`config.mk`:
```
export PLATFORM = sky130hd
export DESIGN_NAME = baud_tick_gen
export DESIGN_NICKNAME = d
export VERILOG_FILES = /design/src/rtl/baud_tick_gen_pkg.sv /design/src/rtl/baud_tick_gen.sv
export SDC_FILE = /design/constraint.sdc
export NUM_CORES = 1
export LEC_CHECK = 0
export BUFFER_PORTS_ARGS = -buffer_cell sky130_fd_sc_hd__buf_2
export CORE_MARGIN = 4
export CORE_UTILIZATION = 49
export DETAILED_ROUTE_END_ITERATION = 8
export PLACE_DENSITY_LB_ADDON = 0.1
export SETUP_SLACK_MARGIN = 0.05
export SYNTH_ARGS = -nofsm -noshare
export SYNTH_HDL_FRONTEND = slang
export SYNTH_SLANG_ARGS = --single-unit
```
`constraint.sdc`:
```
create_clock -name clk -period 5.5 [get_ports clk]
set_input_delay 0.275 -clock clk [delete_from_list [all_inputs] [get_ports clk]]
set_output_delay 0.275 -clock clk [all_outputs]
set_load 0.01 [all_outputs]
```
`src/rtl/baud_tick_gen_pkg.sv`:
```
// Shared baud-rate divisor constants for the board clock, and the divisor clamp helper.
// Latency: n/a (constants and pure functions only).
// Backpressure: n/a.
//
// The B* constants are the divisors for the 12 MHz board clock, rounded to nearest.
// Any block that needs a fixed baud rate picks its divisor from here.
package baud_tick_gen_pkg;

    localparam int unsigned SYS_CLK_HZ = 12_000_000;

    // Smallest divisor that still produces a distinct tick every period.
    localparam int unsigned DIV_MIN = 2;

    // Rounded divisor for a given baud rate at SYS_CLK_HZ.
    function automatic int unsigned baud_div(input int unsigned baud);
        return (SYS_CLK_HZ + baud / 2) / baud;
    endfunction

    localparam int unsigned B115200 = baud_div(115200);
    localparam int unsigned B57600  = baud_div(57600);
    localparam int unsigned B38400  = baud_div(38400);
    localparam int unsigned B19200  = baud_div(19200);
    localparam int unsigned B9600   = baud_div(9600);
    localparam int unsigned B4800   = baud_div(4800);
    localparam int unsigned B2400   = baud_div(2400);
    localparam int unsigned B1200   = baud_div(1200);

endpackage : baud_tick_gen_pkg

```
`src/rtl/baud_tick_gen.sv`:
```
// Runtime-programmable baud tick / square-clock generator with shadowed divisor and re-phase.
// Latency: tick and clk_out are registered; first tick is high after edge D of enabled counting.
// Backpressure: none; free-running, clk_ena low holds the counter cleared and outputs low.
//
// Ports:
//   clk, rst        system clock (rising edge) and asynchronous active-high reset
//   clk_ena         count enable; low clears the counter and forces outputs low
//   mode            0 = clk_out mirrors tick, 1 = clk_out is a square wave of period D
//   restart         re-phase counter to mid-period (next tick D>>1 edges later)
//   div_load/div_in strobe capturing a new divisor into the shadow register (0/1 clamp to 2)
//   tick            one-cycle pulse every D cycles
//   clk_out         tick (mode 0) or square wave high floor(D/2), low ceil(D/2) (mode 1)
//   div_cur         divisor currently governing the period
module baud_tick_gen
    import baud_tick_gen_pkg::*;
#(
    parameter int N = 16,
    parameter int M = B115200
) (
    input  logic         clk,
    input  logic         rst,
    input  logic         clk_ena,
    input  logic         mode,
    input  logic         restart,
    input  logic         div_load,
    input  logic [N-1:0] div_in,
    output logic         tick,
    output logic         clk_out,
    output logic [N-1:0] div_cur
);

    localparam logic [N-1:0] DIV_RST = N'(M);
    localparam logic [N-1:0] DIV_LO  = N'(DIV_MIN);
    localparam logic [N-1:0] ONE     = N'(1);

    logic [N-1:0] cnt_q,    cnt_d;
    logic [N-1:0] div_q,    div_d;
    logic [N-1:0] div_sh_q, div_sh_d;
    logic         pend_q,   pend_d;
    logic         tick_q,   tick_d;
    logic         clk_out_q, clk_out_d;

    logic [N-1:0] div_in_clamped;
    logic         wrap;
    logic         apply;

    always_comb begin
        div_in_clamped = (div_in < DIV_LO) ? DIV_LO : div_in;

        // D >= 2 always, so D-1 never underflows at N bits.
        wrap = (cnt_q == (div_q - ONE));

        // A shadowed divisor only takes over at a period boundary: a real wrap
        // (restart overrides the wrap, so it is not a boundary) or while disabled.
        apply = pend_q && (!clk_ena || (!restart && wrap));

        div_d = apply ? div_sh_q : div_q;

        // A load on the same edge as an apply lands in the shadow after the old
        // shadow has been consumed, so it stays pending for the next boundary.
        div_sh_d = div_load ? div_in_clamped : div_sh_q;
        if (div_load) begin
            pend_d = 1'b1;
        end else if (apply) begin
            pend_d = 1'b0;
        end else begin
            pend_d = pend_q;
        end

        cnt_d  = cnt_q + ONE;
        tick_d = 1'b0;
        if (!clk_ena) begin
            cnt_d = '0;
        end else if (restart) begin
            // Landing at ceil(D/2) leaves floor(D/2) edges until the next wrap,
            // which centres a UART receiver on the bit.
            cnt_d = div_q - (div_q >> 1);
        end else if (wrap) begin
            cnt_d  = '0;
            tick_d = 1'b1;
        end

        // Square wave uses the divisor that will be in effect after this edge,
        // so the first period after a divisor change already has the new duty.
        if (!clk_ena) begin
            clk_out_d = 1'b0;
        end else if (mode) begin
            clk_out_d = (cnt_d < (div_d >> 1));
        end else begin
            clk_out_d = tick_d;
        end
    end

    always_ff @(posedge clk or posedge rst) begin
        if (rst) begin
            cnt_q     <= '0;
            div_q     <= DIV_RST;
            div_sh_q  <= DIV_RST;
            pend_q    <= 1'b0;
            tick_q    <= 1'b0;
            clk_out_q <= 1'b0;
        end else begin
            cnt_q     <= cnt_d;
            div_q     <= div_d;
            div_sh_q  <= div_sh_d;
            pend_q    <= pend_d;
            tick_q    <= tick_d;
            clk_out_q <= clk_out_d;
        end
    end

    assign tick    = tick_q;
    assign clk_out = clk_out_q;
    assign div_cur = div_q;

endmodule : baud_tick_gen

```
* Word-level counts from Yosys, hierarchy flattened
Index checks and enable logic that the tools add are counted.
Operators by class: muxes and demuxes 12, equal/unequal tests 1, add/subtract/negate cells 3, $lt $le $gt $ge 2, reduce and logical (&&, ||, !) cells 6
Operators with widths (number):
- 16-bit 2-to-1 mux | 5
- 16-bit by 1-bit adder with 16-bit output, second input constant | 1
- 16-bit equality test | 1
- 16-bit by 15-bit less-than comparator with 1-bit output | 1
- 16-bit by 2-bit less-than comparator with 1-bit output, second input constant | 1
- 16-bit by 1-bit subtractor with 16-bit output, second input constant | 1
- 16-bit by 15-bit subtractor with 16-bit output | 1
- 1-bit 2-to-1 mux | 7
- 1-bit logical AND | 2
- 1-bit zero test | 2
- 2-bit nonzero test | 1
- 1-bit logical OR | 1
Word-level totals: output and inout port bits 18, register bits after elaboration 51, logic and storage cells 31

* Depth between registers and ports, before layout
depth after elaboration 9, gate-level depth with buffers 19, mapped depth without buffers 19

* Least setup slack after synthesis
Ideal clock, no wire load.
path kind reg2reg, start reg div_q[3], in the netlist div_cur[3], end reg clk_out_q, in the netlist clk_out, stages on the path, launching flop included 17, buffers on the path 1, arrival 3888 ps, setup time 132 ps, path slack 1481 ps, clock period less this slack 4019 ps, data required time 5368 ps, cells stage by stage dfstp_2 inv_1 ha_1 and4b_1 nor3_1 a31oi_1 a2111o_1 o41ai_4 nand2_4 buf_4 mux2i_1 ha_1 nand3_1 or2_2 a2111o_1 a41oi_2 o31ai_1
Between the ends: longest elaborated chain between the ends 9, elaborated cells between the ends (all ways) 16
Ends and longest elaborated chain:
- start, declared | line baud_tick_gen.sv:37 | logic [N-1:0] div_q, div_d;
- start signal, assigned | line baud_tick_gen.sv:104 | div_q <= div_d;
- 16-bit by 1-bit subtractor with 16-bit output | line baud_tick_gen.sv:51 | wrap = (cnt_q == (div_q - ONE));
- 16-bit equality test | line baud_tick_gen.sv:51
- 1-bit logical AND | line baud_tick_gen.sv:55 | apply = pend_q && (!clk_ena || (!restart && wrap));
- 1-bit logical OR | line baud_tick_gen.sv:55
- 1-bit logical AND | line baud_tick_gen.sv:55
- 16-bit 2-to-1 mux | line baud_tick_gen.sv:57 | div_d = apply ? div_sh_q : div_q;
- 16-bit by 15-bit less-than comparator with 1-bit output | line baud_tick_gen.sv:88 | clk_out_d = (cnt_d < (div_d >> 1));
- 1-bit 2-to-1 mux (*) | line baud_tick_gen.sv:87 | end else if (mode) begin
- 1-bit 2-to-1 mux (*) | line baud_tick_gen.sv:85 | if (!clk_ena) begin
- net clk_out_d | line baud_tick_gen.sv:41 | logic clk_out_q, clk_out_d;
- end signal, assigned | line baud_tick_gen.sv:108 | clk_out_q <= clk_out_d;
- end, declared | line baud_tick_gen.sv:41
Mark *: on every way through the listed nets, which the timed path passes. The rest lies on a longest branch. A chain may end at the register's enable or synchronous reset.

* Worst setup path in the final report
start reg div_q[3], in the netlist div_cur[3], end reg clk_out_q, in the netlist clk_out
Between the ends: elaborated cells between the ends (all ways) 16
RTL lines:
- 16-bit by 1-bit subtractor with 16-bit output | line baud_tick_gen.sv:51
- 16-bit equality test | line baud_tick_gen.sv:51
- 16-bit 2-to-1 mux | line baud_tick_gen.sv:78 | end else if (wrap) begin
- 16-bit 2-to-1 mux (*) | line baud_tick_gen.sv:74 | end else if (restart) begin
- 16-bit 2-to-1 mux (*) | line baud_tick_gen.sv:72 | if (!clk_ena) begin
- net cnt_d[14] | line baud_tick_gen.sv:36 | logic [N-1:0] cnt_q, cnt_d;
- 16-bit by 15-bit less-than comparator with 1-bit output (*) | line baud_tick_gen.sv:88
- 1-bit 2-to-1 mux (*) | line baud_tick_gen.sv:87
- 1-bit 2-to-1 mux (*) | line baud_tick_gen.sv:85
- net clk_out_d | line baud_tick_gen.sv:41
Marks and branches as above.

==> flow_metrics.env <==
export IMPL_status="completed"
export IMPL_fin_tns_setup_ps=0
export IMPL_cts_buffer_depth=2
export IMPL_firstDrtPassIters=4
export IMPL_synthesis_nets=474
export IMPL_synth_seq_cells=51
export IMPL_layout_drive_gt1_share=0.1753
export IMPL_yosys_warnings=0
export IMPL_ant_nets=0
export IMPL_crit_chain="inv_1, ha_1, nand2b_1, a21oi_1, o21bai_1, a221oi_1, a221o_1, o211ai_1, o31ai_1, mux2i_1, nor3_1, ha_1, nand3_1, or2_2, a2111o_1, a41oi_2, o31ai_1"
export IMPL_ir_worst_vdd_uv=190.3
export IMPL_drc=0
export IMPL_power_leakage_nw=2.101
export IMPL_die_width_um=97.13
export IMPL_drt_iter0_drc=123
export IMPL_cts_buffers=5
export IMPL_die_area_um2=9434
export IMPL_grt_pass1_wl_mm=15.09
export IMPL_path_class="reg2reg"
export IMPL_antenna_cells=0
export IMPL_area_growth_pct=10.74
export IMPL_io_pins=40
export IMPL_synth_main_ff_cell="dfrtp_1"
export IMPL_nets=513
export IMPL_die_y_um=97.13
export IMPL_htree_levels=2
export IMPL_fillers=708
export IMPL_grt_antenna_before_repair=0
export IMPL_async_flop_share=1.000
export IMPL_cp_max_fo=5
export IMPL_synth_area_um2=3892
export IMPL_cts_sinks=51
export IMPL_yosysSeqAreaShare=0.3298
export IMPL_vias=3002
export IMPL_post_route_period_util=0.7929
export IMPL_synthCells=405
export IMPL_ctsResizeCount=0
export IMPL_grt_pass1_vias=3017
export IMPL_slowest_stage="dfstp_2"
export IMPL_cts_tree="yes"
export IMPL_globalRouteTotalUtil=0.1977
export IMPL_end_kind="flip-flop"
export IMPL_routed_wirelength_mm=9.180
export IMPL_gr_total_overflow=0
export IMPL_setup_viol=0
export IMPL_clk_pin_slew_worst_paths_ps=110
export IMPL_synth_edf_count=0
export IMPL_worstPathArrival_ps=4560
export IMPL_synth_avg_cell_area_um2=9.611
export IMPL_crit_path_max_incr_delay_ps=590
export IMPL_postCtsSetupBuffers=0
export IMPL_worstSkewPairLatency_ps=310
export IMPL_hp_class="in2reg"
export IMPL_postCtsHoldBufs=0
export IMPL_design_area_um2=4310
export IMPL_dp_hpwl_mm=7.200
export IMPL_skew_ps=9.903
export IMPL_worst_pin_slew_ps=1084
export IMPL_finalMaxSlewViolations=0
export IMPL_rrSetupSlack_ps=1140
export IMPL_avgViaCountPerCell=5.488
export IMPL_cap_violations=0
export IMPL_cp_start_kind="flip-flop"
export IMPL_grt_start_max_net_pins=52
export IMPL_relSlewSlack=0.2761
export IMPL_rows=32
export IMPL_wl_per_cell_um=16.78
export IMPL_start_util=0.5037
export IMPL_clockRootBuffer="clkbuf_8"
export IMPL_placed_cell_area_um2=4189
export IMPL_synthDistinctLibCells=53
export IMPL_rsz0062_at_grt="no"
export IMPL_core_area_um2=7727
export IMPL_min_period_ps=4361
export IMPL_max_freq_ghz=0.2293
export IMPL_routabilityCongestion=0.9655
export IMPL_cp_required_ps=5700
export IMPL_hold_viol_final=0
export IMPL_portBuffers=39
export IMPL_power_density_nw_per_um2=365.4
-- kinds of logic (layout without fill, tap and decap cells) --
| logic type | count (synthesis) | after routing | synth area share |
|---|---|---|---|
| AND/OR/NAND/NOR | 106 | 106 | 0.1340 |
| adder cells (fa/ha/maj) | 47 | 47 | 0.1530 |
| multiplexers | 31 | 31 | 0.08614 |
| XOR/XNOR | 52 | 52 | 0.1170 |
| buffers and inverters | 53 | 93 | 0.05207 |
| AO/OA/AOI/OAI | 65 | 65 | 0.1279 |
| flip-flops | 51 | 51 | 0.3298 |
-- final cells by class --
type	instances	area [µm²]	area share
Inverter	45	168.9	0.03919
Tap cell	102	127.6	0.02961
Multi-Input combinational cell	301	2406	0.5582
Sequential cell	51	1284	0.2978
Clock inverter	2	38.79	0.008999
Timing Repair Buffer	40	202.7	0.04702
Clock buffer	6	82.58	0.01916
-- sequential cells by signal (all words and copies together), names as in the netlist --
register / flops
div_cur: 16
cnt_q: 16
clk_out: 1
tick: 1
div_sh_q: 16
pend_q: 1
-- synth_stat cells (6+ instances only) --
cell type	instances	area, µm²
a21oi_1	14	70.07
nand2_1	18	67.56
mux2i_1	14	140.1
xor2_1	13	113.9
dfstp_2	6	157.7
nand4_1	6	37.54
nor3_1	8	40.04
dfrtp_1	45	1126
clkbuf_1	7	26.28
nand2b_1	7	43.79
ha_1	46	575.6
mux2_2	16	180.2
inv_1	45	168.9
nor2_1	36	135.1
nand3_1	11	55.05
a211oi_1	14	105.1
xnor2_1	39	341.6
-- worst max-delay path: cells and delay by family, from the launching register on --
family,cells,cell delay [ps]
adder cells (fa/ha/maj),2,630
AND/OR/NAND/NOR,4,660
multiplexers,1,230
AO/OA/AOI/OAI,9,2060
buffers and inverters,1,90
flip-flops,1,590
-- layer usage --
layer | wire (µm) | global-route usage | up-vias
li1 | - | - | 1482
met1 | 4441 | 0.2815 | 1449
met2 | 4199 | 0.3174 | 60
met3 | 392 | 0.02297 | 11
met4 | 148 | 0.05616 | 0
met5 | 0 | 0 | -
-- power breakdown --
group / internal, mW / total [mW] / switching [mW]
Combinational: 0.341 / 0.763 / 0.421
Sequential: 0.442 / 0.525 / 0.0832
Clock: 0.150 / 0.287 / 0.137
Total: 0.933 / 1.58 / 0.642
-- metrics by stage --
step | util | setup slack [ps] | hold slack, ps | std cells | power (mW)
floorplan | - | 1481 | 401.0 | 405 | 1.091
global placement | 0.5421 | 1171 | 493.6 | 539 | 1.278
detailed placement | 0.5421 | 1165 | 495.3 | 539 | 1.287
CTS | 0.5578 | 1165 | 181.9 | 547 | 1.583
global route | 0.5578 | 915.1 | 193.5 | 547 | 1.698
finish | 0.5578 | 1139 | 185.9 | 547 | 1.575
-- final timing paths --
kind | startpoint | to | cells after the start
min in group asynchronous | rst | div_cur[0] | 2
worst max-delay path | div_cur[3] | clk_out | 17
max in group asynchronous | rst | tick | 2
worst min register to register | div_sh_q[8] | div_sh_q[8] | 1
worst min-delay path | div_in[0] | div_sh_q[0] | 3
worst max register to register | div_cur[3] | clk_out | 17
-- layout by cell type (no fill, tap or decap), drive strengths merged, types with 2 or more instances in the layout --
| master | instances |
|---|---|
| xnor2 | 39 |
| a21oi | 14 |
| mux2 | 17 |
| nor2 | 36 |
| nand4 | 6 |
| a211oi | 14 |
| o21ai | 5 |
| clkbuf | 6 |
| nand2b | 7 |
| a2111o | 2 |
| nor2b | 3 |
| dfrtp | 45 |
| mux2i | 14 |
| inv | 46 |
| dfstp | 6 |
| nor3 | 8 |
| o21bai | 4 |
| o211ai | 2 |
| nor4 | 4 |
| o21a | 2 |
| a41oi | 2 |
| nand3 | 11 |
| a21o | 5 |
| ha | 46 |
| and2 | 2 |
| nand2 | 19 |
| xor2 | 13 |
| buf | 40 |
| and3 | 4 |
| o31ai | 2 |
(Power assumes the default switching activity.)
